File: src/rtl/instr_trace_buf.sv
// Instruction trace capture: builds one record per executed instruction
// (pc, opcode, operand address, observed data) and queues it in a FIFO.
module instr_trace_buf #(
  parameter int DEPTH = 8
) (
  input  logic                     sys_clk,
  input  logic                     rst_n,
  input  logic                     trc_en,
  input  logic                     fetch,
  input  logic                     halt,
  input  logic                     rd,
  input  logic                     wr,
  input  logic [12:0]              addr,
  input  logic [7:0]               data,
  input  logic [2:0]               opcode,
  input  logic [12:0]              ir_addr,
  input  logic [12:0]              pc_addr,
  output logic                     trc_valid,
  input  logic                     trc_ready,
  output logic [37:0]              trc_rec,
  output logic [$clog2(DEPTH):0]   trc_level,
  output logic [7:0]               drop_cnt,
  output logic                     trc_done
);

  localparam int AW = $clog2(DEPTH);
  localparam int LW = AW + 1;

  typedef struct packed {
    logic [12:0] pc;
    logic [2:0]  op;
    logic [12:0] ir;
    logic [7:0]  data;
    logic        dv;
  } trc_rec_t;

  typedef enum logic [1:0] {S_IDLE, S_EXEC, S_PUSH, S_DONE} state_t;

  state_t        state, state_nxt;
  logic          fetch_q, armed, halt_seen;
  trc_rec_t      cur;
  trc_rec_t      mem [DEPTH];
  logic [AW-1:0] wr_ptr, rd_ptr;
  logic [LW-1:0] level;
  logic [7:0]    drops;
  logic          fetch_fall, fetch_rise, hit;
  logic          open_rec, close_hit, close_miss;
  logic          push, pop, full, accept, drop;

  // armed only after fetch has been seen low, so a fall needs a full 0->1->0
  assign fetch_fall = armed & fetch_q & ~fetch;
  assign fetch_rise = fetch & ~fetch_q;
  assign hit        = (rd | wr) && (addr == cur.ir);

  assign push   = (state == S_PUSH);
  assign pop    = trc_valid & trc_ready;
  assign full   = (level == LW'(DEPTH));
  assign accept = push & (~full | pop);
  assign drop   = push & full & ~pop;

  assign trc_valid = (level != '0);
  assign trc_rec   = trc_valid ? mem[rd_ptr] : '0;
  assign trc_level = level;
  assign drop_cnt  = drops;
  assign trc_done  = (state == S_DONE);

  // next-state and record open/close decisions
  always_comb begin
    state_nxt  = state;
    open_rec   = 1'b0;
    close_hit  = 1'b0;
    close_miss = 1'b0;
    case (state)
      S_IDLE: begin
        if (halt) state_nxt = S_DONE;
        else if (trc_en && fetch_fall) begin
          open_rec  = 1'b1;
          state_nxt = S_EXEC;
        end
      end
      S_EXEC: begin
        if (!trc_en) state_nxt = S_IDLE;
        else if (hit) begin
          close_hit = 1'b1;
          state_nxt = S_PUSH;
        end else if (fetch_rise || halt) begin
          close_miss = 1'b1;
          state_nxt  = S_PUSH;
        end
      end
      S_PUSH: begin
        if (halt_seen || halt) state_nxt = S_DONE;
        else if (trc_en && fetch_fall) begin
          open_rec  = 1'b1;
          state_nxt = S_EXEC;
        end else state_nxt = S_IDLE;
      end
      default: state_nxt = S_DONE;
    endcase
  end

  // FSM state, fetch history and halt tracking
  always_ff @(posedge sys_clk or negedge rst_n) begin
    if (!rst_n) begin
      state     <= S_IDLE;
      fetch_q   <= 1'b0;
      armed     <= 1'b0;
      halt_seen <= 1'b0;
    end else begin
      state   <= state_nxt;
      fetch_q <= fetch;
      armed   <= armed | ~fetch;
      if (open_rec) halt_seen <= 1'b0;
      else if ((state == S_EXEC || state == S_PUSH) && halt) halt_seen <= 1'b1;
    end
  end

  // open record being assembled
  always_ff @(posedge sys_clk or negedge rst_n) begin
    if (!rst_n) cur <= '0;
    else if (open_rec) begin
      cur.pc   <= pc_addr - 13'd1;
      cur.op   <= opcode;
      cur.ir   <= ir_addr;
      cur.data <= 8'h00;
      cur.dv   <= 1'b0;
    end else if (close_hit) begin
      cur.data <= data;
      cur.dv   <= 1'b1;
    end else if (close_miss) begin
      cur.data <= 8'h00;
      cur.dv   <= 1'b0;
    end
  end

  // FIFO storage, no reset needed: reads are masked by level
  always_ff @(posedge sys_clk) begin
    if (accept) mem[wr_ptr] <= cur;
  end

  // FIFO pointers, occupancy and saturating drop counter
  always_ff @(posedge sys_clk or negedge rst_n) begin
    if (!rst_n) begin
      wr_ptr <= '0;
      rd_ptr <= '0;
      level  <= '0;
      drops  <= '0;
    end else begin
      if (accept) wr_ptr <= wr_ptr + AW'(1);
      if (pop)    rd_ptr <= rd_ptr + AW'(1);
      if (accept && !pop)      level <= level + LW'(1);
      else if (!accept && pop) level <= level - LW'(1);
      if (drop && drops != 8'hFF) drops <= drops + 8'd1;
    end
  end

endmodule

File: config.mk
export PLATFORM = sky130hd
export DESIGN_NAME = instr_trace_buf
export DESIGN_NICKNAME = d
export VERILOG_FILES = /design/src/rtl/instr_trace_buf.sv
export SDC_FILE = /design/constraint.sdc
export NUM_CORES = 1
export LEC_CHECK = 0
export CORE_MARGIN = 10
export CORE_UTILIZATION = 53
export CTS_CLUSTER_DIAMETER = 150
export CTS_CLUSTER_SIZE = 28
export DETAILED_ROUTE_END_ITERATION = 7
export DONT_BUFFER_PORTS = 1
export GPL_ROUTABILITY_DRIVEN = 0
export PLACE_DENSITY = 0.68
export SLEW_MARGIN = 30
export SYNTH_ARGS = -nofsm -noshare
export SYNTH_HDL_FRONTEND = slang
export SYNTH_SLANG_ARGS = --single-unit
File: constraint.sdc
create_clock -name sys_clk -period 5.37 [get_ports sys_clk]
set_input_delay 1.3425 -clock sys_clk [delete_from_list [all_inputs] [get_ports sys_clk]]
set_output_delay 1.3425 -clock sys_clk [all_outputs]
set_load 0.01 [all_outputs]
==> Yosys cells after proc, flatten, opt, wreduce, memory -nomap -nowiden <==
Memories as Yosys holds them, arrays and structs flattened.
Index checks and enable logic that the tools add are counted.
{ "classes": {"n_addsub": 6, "n_mul": 0, "div": 0, "n_lt_le_gt_ge": 0, "eq_ne": 8, "n_shift": 0, "mux": 29, "bitwise_logic": 14, "n_reduce_logical": 17} }
{ "ops": {"columns": ["operator", "n"], "rows": [
  ["38-bit two-way mux", 1],
  ["9-bit two-way mux", 3],
  ["1-bit two-way mux", 15],
  ["13-bit == test", 1],
  ["13-bit by 1-bit subtractor with 13-bit output (second input constant)", 1],
  ["2-bit two-way mux", 6],
  ["8-bit by 1-bit adder with 8-bit output (second input constant)", 1],
  ["4-bit two-way mux", 2],
  ["8-bit != test (second input constant)", 1],
  ["1-bit AND", 7],
  ["3-bit by 1-bit adder with 3-bit output (second input constant)", 2],
  ["1-bit logical AND", 6],
  ["2-bit case mux with 3 select lines", 1],
  ["4-bit by 1-bit adder with 4-bit output (second input constant)", 1],
  ["2-bit == test (second input constant)", 2],
  ["4-bit == test (second input constant)", 1],
  ["4-bit != test (second input constant)", 1],
  ["1-bit inverter", 4],
  ["2-bit nonzero test", 2],
  ["4-bit nonzero test", 1],
  ["4-bit by 1-bit subtractor with 4-bit output (second input constant)", 1],
  ["1-bit logical OR", 3],
  ["3-bit != test (second input constant)", 1],
  ["1-bit bitwise OR", 3],
  ["other kinds (6)", 7]
]} }
{ "word_totals": {"reg_bits": 61, "latch_bits": 0, "ramBits": 304, "mem_bits_ro": 0, "in_bits": 58, "out_inout_bits": 52, "elab_cells": 88, "memories": 1} }
{ "mem_list": {"columns": ["memory", "depth", "width", "read_ports", "rd_clocked_by_memory_dff", "wr", "line", "text"], "rows": [
  ["mem", 8, 38, 1, 0, 1, "42", "trc_rec_t mem [DEPTH];"]
]} }

==> Depth between registers and ports, before layout <==
Gate-level depths: netlist of run 1.
{ "logic_depth": {"ltp_word": 10, "mapped_depth": 11} }

==> Least setup slack after synthesis of run 1 <==
Ideal clock, no wire load.
{ "synth_path": {"path_kind": "input to register", "startpoint": "input port trc_ready", "endpoint": "memory mem[1][0] (netlist bit) (enable)", "arrival_ns": 4.523, "setup_slack_ns": 0.366, "stages": 4, "path_cell_list": "nor2b_1 > a21boi_1 > nand2_1 > nor3_1"} }
{ "synth_between": {"elab_chain_len": 5} }
{ "synth_lines": {"columns": ["item", "line", "text"], "rows": [
  ["start: declaration", "19", "input logic trc_ready,"],
  ["1-bit AND", "56", "assign pop = trc_valid & trc_ready;"],
  ["1-bit bitwise OR", "58", "assign accept = push & (~full | pop);"],
  ["1-bit AND", "58", null],
  ["via accept", "48", "logic push, pop, full, accept, drop;"],
  ["1-bit two-way mux", "138", "if (accept) mem[wr_ptr] <= cur;"],
  ["1-bit two-way mux (implied by the code)", "138", null],
  ["end: declaration", "42", null]
]} }
The timed path passes the listed nets, and every way through them passes these cells.

==> Worst setup path in the final report of run 1 <==
{ "layout_path": {"startpoint": "register rd_ptr[0]", "endpoint": "output port trc_rec[7]"} }
{ "layout_between": {"elab_chain_len": 2} }
{ "layout_lines": {"columns": ["item", "line", "text"], "rows": [
  ["start: declaration", "43", "logic [AW-1:0] wr_ptr, rd_ptr;"],
  ["start signal: assignment", "150", "if (pop) rd_ptr <= rd_ptr + AW'(1);"],
  ["memory 8 x 38 bit", null, null],
  ["38-bit two-way mux", "62", "assign trc_rec = trc_valid ? mem[rd_ptr] : '0;"],
  ["end: declaration", "20", "output logic [37:0] trc_rec,"]
]} }
No other way between the ends.

==> results.txt, run 1 <==
- After detailed routing, the number of vias per cell comes to 6.01.
- Transition time at the pin with the least slew margin: 0.931 ns
- Post-DP Area: 0.0150 mm²
* Count of instances resized after the clock tree is built: 0
- The detailed router finished its first iteration with 441 violations.
* Number of standard cells in the layout, taps in and fillers out: 1152
- Cell Count Post-Placement: 1120
* Number of antenna violations at the first check in global routing: 0
- Based on the critical path, the design can be clocked at up to 241 MHz.
* Total clock sinks: 365
- Routed via count: 6924
* Pin count of the biggest net entering global routing: 62
* Detail Route Antenna Nets: 0
- Count of endpoints failing setup in the final report: 0
* Endpoint arrival time on the critical path: 2.81 ns
- Hold/Removal Path Class: register to register
* Hold Vio Cnt, Final: 0
* Root buffer cell: clkbuf_16
* Final routed wire length divided by cell count: 25.6 µm
- When the netlist entered floorplanning its net count stood at 866.
* Clk_lat worst skew: 0.51 ns
* Placement Rows: 60
- Proportion of synthesized chip area in sequential cells: 73.4%
- Setup repair after global routing left no endpoint under its margin.
- Post-synthesis instance total: 796
- Clock tree skew after final layout: 0.0295 ns
- After synthesis the netlist holds a flip-flop and latch count of 365.
* First-pass GRT wire length: 45.0 mm
- Post-CTS repair timing setup buffer count: 0
- Utilization after layout: 57.8%
* Die outline width: 185 µm
- The worst setup path is launched from a register.
- Die area: 0.0344 mm²
- Distinct cell type count after synthesis: 45
* Count of yosys warnings during synthesis: 0
- Core footprint: 0.0270 mm²
- The tool flagged a number of max-cap violations equal to 0.
- PortBufs: 0
- Clock-pin slew was measured on the worst setup and hold paths at 0.10 ns.
- Clock tree synthesis inserted a total of 17 buffers.
- Initial Util: 53.8%
* Crit path kind: register to output pin
- Syn-to-layout area delta: 7.36%
- Post-route standard cell area excluding fillers: 0.0156 mm²
- 0 antenna diodes ended up in the layout.
- Layout cells sized above 1: 16.9%
* Max-slew headroom at the worst pin: 37.8%
- For this block, the routed nets add up to 29.5 mm of wire.
- Kind of end point of the critical path: output pin
* Time the final worst path needs with I/O delays and setup: 4.15 ns
- No sink is reached through more buffers than the 3 on the longest clock path.
* Number of iterations in the first detailed-routing pass: 5
- Detailed placement ended at an HPWL of 18.6 mm.
* Height of the die: 185 µm
- Syn Std Cell Area: 0.0145 mm²
- Final Max Tran Viols: 0
* Data required, critical path: 4.03 ns
- Global route overflow: 0
- Along the worst path, the maximum fanout reaches 38.
- For this design the static power due to leakage is 5.44 nW.
* Fraction of the cycle the final worst path needs: 77.3%
* Setup TNS Final: 0 ns
- CTS built an H-tree with a depth of 1.
- In this run the mean area of a mapped cell was 18.2 µm².
- # IOs: 110
- In this run the power density over the cells is 525 mW/mm².
- Via count of the first global-routing pass: 7378
- After clock tree synthesis, the flow added hold-fix buffers numbering 0.
- TritonCTS built the clock tree.
- In the final design database the tool counted 870 nets.
- IR analysis of the VDD net gives a maximum drop of 0.000329 V.
- For this run, the total global-route usage over all layers was measured as 17.4%.
- Outcome: completed
* Count of unresolved DRC violations after routing: 0
-- layout make-up --
type | instances | area (µm²)
clock buffer | 28 | 468
inverter | 26 | 97.6
multi-input combinational | 371 | 3670
clock inverter | 2 | 38.8
fill | 1961 | 11400
sequential | 365 | 10700
timing repair buffer | 19 | 215
tap | 341 | 427
-- worst max-delay path, cell delays in order (launching register included) --
cell     delay, ns
dfrtp_4       0.96
buf_4         0.45
mux4_2        0.54
mux2i_1       0.22
nor2_1        0.12
-- sequential cells by signal, indices dropped and copies added (netlist names) --
register / cells
mem: 304
cur: 38
drop_cnt: 8
trc_level: 4
rd_ptr: 3
wr_ptr: 3
state: 2
armed: 1
fetch_q: 1
halt_seen: 1
-- path summary, 6_finish.rpt --
| path | slack [ns] | from | to | cells after the start |
|---|---|---|---|---|
| min in group asynchronous | 0.51 | rst_n | trc_level[3]$_DFFE_PN0P_ | 0 |
| max reg2reg | 2.22 | trc_level[1]$_DFFE_PN0P_ | trc_level[3]$_DFFE_PN0P_ | 12 |
| min reg2reg | 0.48 | armed$_DFF_PN0_ | armed$_DFF_PN0_ | 1 |
| min | 0.48 | armed$_DFF_PN0_ | armed$_DFF_PN0_ | 1 |
| max | 1.22 | rd_ptr[0]$_DFFE_PN0N_ | trc_rec[7] | 4 |
| max in group asynchronous | 4.74 | rst_n | rd_ptr[2]$_DFFE_PN0N_ | 0 |
-- cell usage after synthesis (all sizes together) --
cell type	count	area (µm²)
a211oi	1	7.51
a21boi	1	7.51
a21o	2	15.0
a21oi	5	25.0
a31oi	1	6.26
a41oi	1	8.76
and3b	1	8.76
buf	16	91.3
clkbuf	18	67.6
dfrtp	61	1530
edfxtp	304	9130
fa	1	20.0
ha	11	138
inv	26	97.6
mux2	3	33.8
mux2i	39	390
mux4	76	1710
nand2	76	285
nand2b	5	31.3
nand3	6	30.0
nand3b	1	7.51
nand4	3	18.8
nand4b	1	8.76
nor2	53	199
nor2b	1	6.26
nor3	7	40.0
nor3b	2	20.0
nor4	5	65.1
o2111ai	1	8.76
o21ai	17	88.8
o22a	1	8.76
o22ai	8	50.1
o31a	1	8.76
or3	3	18.8
xnor2	15	131
xor2	23	201
-- cell families (layout without fill, tap and decap cells) --
kind of cell | after synthesis | count (layout) | synth area share [%]
buf+inv | 60 | 75 | 1.77
compound gates | 39 | 39 | 1.62
flops | 365 | 365 | 73.4
simple gates | 164 | 164 | 5.10
mux | 118 | 118 | 14.7
fa+ha+maj | 12 | 12 | 1.09
xor+xnor | 38 | 38 | 2.29
-- stage by stage --
stage               power [W]  hold WS, ns  worst slack [ns]
floorplan             0.00607        0.435             0.366
global placement      0.00673        0.456              1.68
detailed placement    0.00686        0.453              1.60
CTS                   0.00828        0.481              1.09
global route          0.00862        0.475             0.968
finish                0.00818        0.484              1.22
-- metal layers --
| layer | track usage (%) | up-vias | share of wire, % |
|---|---|---|---|
| met2 | 30.0 | 167 | 52 |
| met5 | 0 | - | 0 |
| met1 | 22.7 | 3690 | 41 |
| met4 | 3.58 | 0 | 1.5 |
| li1 | - | 3042 | - |
| met3 | 3.24 | 25 | 6.0 |
-- power breakdown --
group,switching [W],internal (W),total [W]
Sequential,0.000647,0.00382,0.00447
Clock,0.000827,0.000621,0.00145
Combinational,0.00121,0.00104,0.00226
-- cell usage in the layout (no fill, tap or decap), types with 2 or more instances in the layout --
cell,count
or3_1,3
nor2_1,47
xnor2_1,15
mux2i_1,39
nand3_1,6
clkbuf_1,10
inv_1,26
a21oi_1,5
a21o_1,2
buf_16,3
nand2_1,76
o22ai_1,8
ha_1,11
nor3_2,2
edfxtp_1,304
nor3_1,4
nor2_4,6
o21ai_0,15
nand2b_1,5
dfrtp_4,3
dfrtp_1,58
buf_4,15
clkbuf_16,17
mux2_2,3
nor4_2,4
xor2_1,23
nand4_1,3
mux4_2,76
No activity file was read; power rests on OpenSTA's default activity.
==> run 2: changes to the inputs <==
- clock period: 5.37 -> 4 ns (I/O delays scaled with it)
==> results.txt, run 2 (synthesized netlist as in run 1, its figures left out) <==
* Outcome: completed
- Setup repair after global routing left no endpoint under its margin.
* Buffers from clock root to sink, at most: 3 (unchanged)
- The maximum number of pins on one net before global-route repair was 65 (+4.8%).
* Proportion of power drawn by combinational gates: 28.9% (+1.3 points)
- Broken down by cell family, the worst path's largest delay share belongs to multiplexers.
- Total half-perimeter wirelength after legalization and detailed placement: 18.1 mm (-2.6%)
* Die outline width: 185 µm (unchanged)
* Final Max Tran Viols: 0 (unchanged)
* # IOs: 110 (unchanged)
* Layout cells sized above 1: 16.6% (-0.33 points)
- The total length of routed wires came to 29.1 mm (-1.4%).
- The endpoint required time on the critical path is 3.00 ns (-1.03 ns).
- The first-pass GRT wire length was 44.8 mm (-0.63%).
- The final hold violation count came to 0 (unchanged).
* Global route overflow: 0 (unchanged)
- The total of cells resized after clock tree synthesis is 0 (unchanged).
- Top library cells by usage in the layout, fill and taps aside: 304 x edfxtp_1, 76 x nand2_1, 76 x mux4_2
* Origin of the worst setup path: rd_ptr[0]$_DFFE_PN0N_
* Total routing resource utilization after global routing: 17.2% (-0.22 points)
* WP buf/inv: 1 (unchanged)
- The met3 global-route usage came to 4.48% (+1.2 points).
* Die area: 0.0344 mm² (unchanged)
* Met1 Usage GRT: 22.7% (about the same)
- The number of port buffers came to 0 (unchanged).
- The effective utilization at floorplan came to 53.8% (unchanged).
- The number of detailed-routing iterations run before antenna repair came to 5 (unchanged).
* Root buffer cell: clkbuf_16
- After global routing, the most crowded layer is met2.
* Clk network pwr share: 17.6% (about the same)
- mem holds more flip-flops than any other register.
* Setup TNS Final: 0 ns (unchanged)
* Design internal power: 0.00740 W (+35%)
* Part of the total power dissipated in sequential elements: 53.4% (-1.3 points)
- Power per Cell Area: 706 mW/mm² (+34%)
- Maximum cell stage delay along the critical path: 0.68 ns (-0.28 ns)
- The number of maximum-capacitance constraint violations is 0 (unchanged).
- The final-stage net count was 868 (-0.23%).
- Leakage Power: 5.44 nW (about the same)
* Proportion of total power due to net switching: 32.9% (+0.064 points)
- TritonCTS built the clock tree.
- FMAX: 292 MHz
- The number of flip-flops in the largest register was 304 (unchanged).
* Endpoint arrival time on the critical path: 2.42 ns (-0.39 ns)
* Number of antenna violations at the first check in global routing: 0 (unchanged)
- The total clock buffers created by CTS was 17 (unchanged).
* Most common cell after layout, fill and taps aside: edfxtp_1
- Fraction of the cycle the final worst path needs: 85.6%
- Hold-fix buffers at CTS: 0 (unchanged)
- Routed via count: 6875 (-0.71%)
- GR Layer Usage met2: 28.4% (-1.6 points)
- Hold/Removal Path Class: primary input to asynchronous set/reset pin
- The setup path with the least slack is of type register to output pin.
- The via count of the first global-routing pass is 7444 (+0.89%).
- Clock tree skew after final layout: 0.0331 ns (+0.00358 ns)
- H-tree lvl count: 1 (unchanged)
* Final routed wire length divided by cell count: 25.3 µm (-1.2%)
- Max-slew headroom at the worst pin: 50.8% (+13 points)
- Antenna Diode Count: 0 (unchanged)
- Relative to the synthesized area, the layout overhead comes to 7.68%.
- Height of the die: 185 µm (unchanged)
- Filler Cells Inserted: 1982 (+1.1%)
- The worst path needs 3.42 ns of the cycle, external delays included.
- The worst setup path is launched from a register.
- Post-CTS repair timing setup buffer count: 0 (unchanged)
- Reg clk slew, reported paths: 0.11 ns (about the same)
* Kind of end point of the critical path: output pin
- The minimum hold slack is 0.166 ns (-0.319 ns).
- The starting DRC count in detailed routing is 570 (+29%).
- The number of nets still failing antenna checks after routing was 0 (unchanged).
* Count of unresolved DRC violations after routing: 0 (unchanged)
- Total clock sinks: 365 (unchanged)
* Per-cell via count in the routed design: 5.98 (-0.54%)
- The actual transition at the worst max-transition pin came to 0.738 ns (-0.193 ns).
- Cell with the biggest individual delay on the critical path: dfrtp_4
- Utilization after layout: 58.0% (+0.17 points)
- Start of the worst register-to-register path: state[0]$_DFFE_PN0P_
- Worst-case vdd ir drop: 0.000381 V (+16%)
- The source-to-sink clock delay at the later pin of the worst-skew pair is 0.52 ns (about the same).
- Power spent charging and discharging nets: 0.00363 W (+35%)
- The maximum net fanout on the critical path came to 31 (-18%).
* Core footprint: 0.0270 mm² (unchanged)
- The floorplan row count is 60 (unchanged).
- Count of endpoints failing setup in the final report: 0 (unchanged)
* Critical Path, Cell by Cell: buf_12 -> mux4_2 -> mux2i_1 -> nor2_1
run 2: cell types whose count changed in the layout (fill, tap and decap cells not counted):
cell,change
buf_12,+9
clkbuf_2,-1
dfrtp_2,+1
dfrtp_4,-1
buf_4,-8
clkbuf_1,+1
nor3_2,-2
buf_16,-3
nor3_4,+2
run 2: layout make-up:
class / instances / area [µm²] / area share, %
flip-flops and latches: 365 / 10700 / 68.2
multi-input cells: 371 / 3680 / 23.6
clock buffers: 28 / 467 / 2.99
well taps: 341 / 427 / 2.73
repair buffers: 17 / 253 / 1.62
inverters: 26 / 97.6 / 0.624
clock inverters: 2 / 38.8 / 0.248
run 2: metal layers:
metal | up-vias | routed length [µm]
li1 | 3047 | -
met2 | 200 | 14400
met1 | 3599 | 12000
met4 | 0 | 414
met3 | 29 | 2200
met5 | - | 0
run 2: path summary, 6_finish.rpt:
check | endpoint | slack (ns) | cells after the start
worst min register to register | armed$_DFF_PN0_ | 0.50 | 1
max in group asynchronous | cur[5]$_DFFE_PN0P_ | 3.71 | 0
worst max register to register | mem[4][29]$_DFFE_PP_ | 1.09 | 6
worst max-delay path | trc_rec[30] | 0.58 | 4
min in group sys_clk | armed$_DFF_PN0_ | 0.50 | 1
worst min-delay path | trc_level[3]$_DFFE_PN0P_ | 0.17 | 0
run 2: stage by stage:
| step | power, W | setup slack [ns] | instance area (µm²) | std cells |
|---|---|---|---|---|
| after floorplan | 0.00815 | 0.354 | 14500 | 796 |
| after global placement | 0.00911 | 0.926 | 15100 | 1120 |
| after detailed placement | 0.00927 | 0.871 | 15100 | 1120 |
| after CTS | 0.0112 | 0.462 | 15600 | 1150 |
| after global routing | 0.0116 | 0.375 | 15600 | 1150 |
| final | 0.0110 | 0.576 | 15600 | 1150 |
run 2: power by group through the flow:
stage	registers (W)	logic (W)	clock network, W
after floorplan	0.00559	0.00256	0
after global placement	0.00591	0.00320	0
after detailed placement	0.00599	0.00327	0
after CTS	0.00591	0.00328	0.00200
after global routing	0.00601	0.00351	0.00213
final	0.00589	0.00319	0.00194
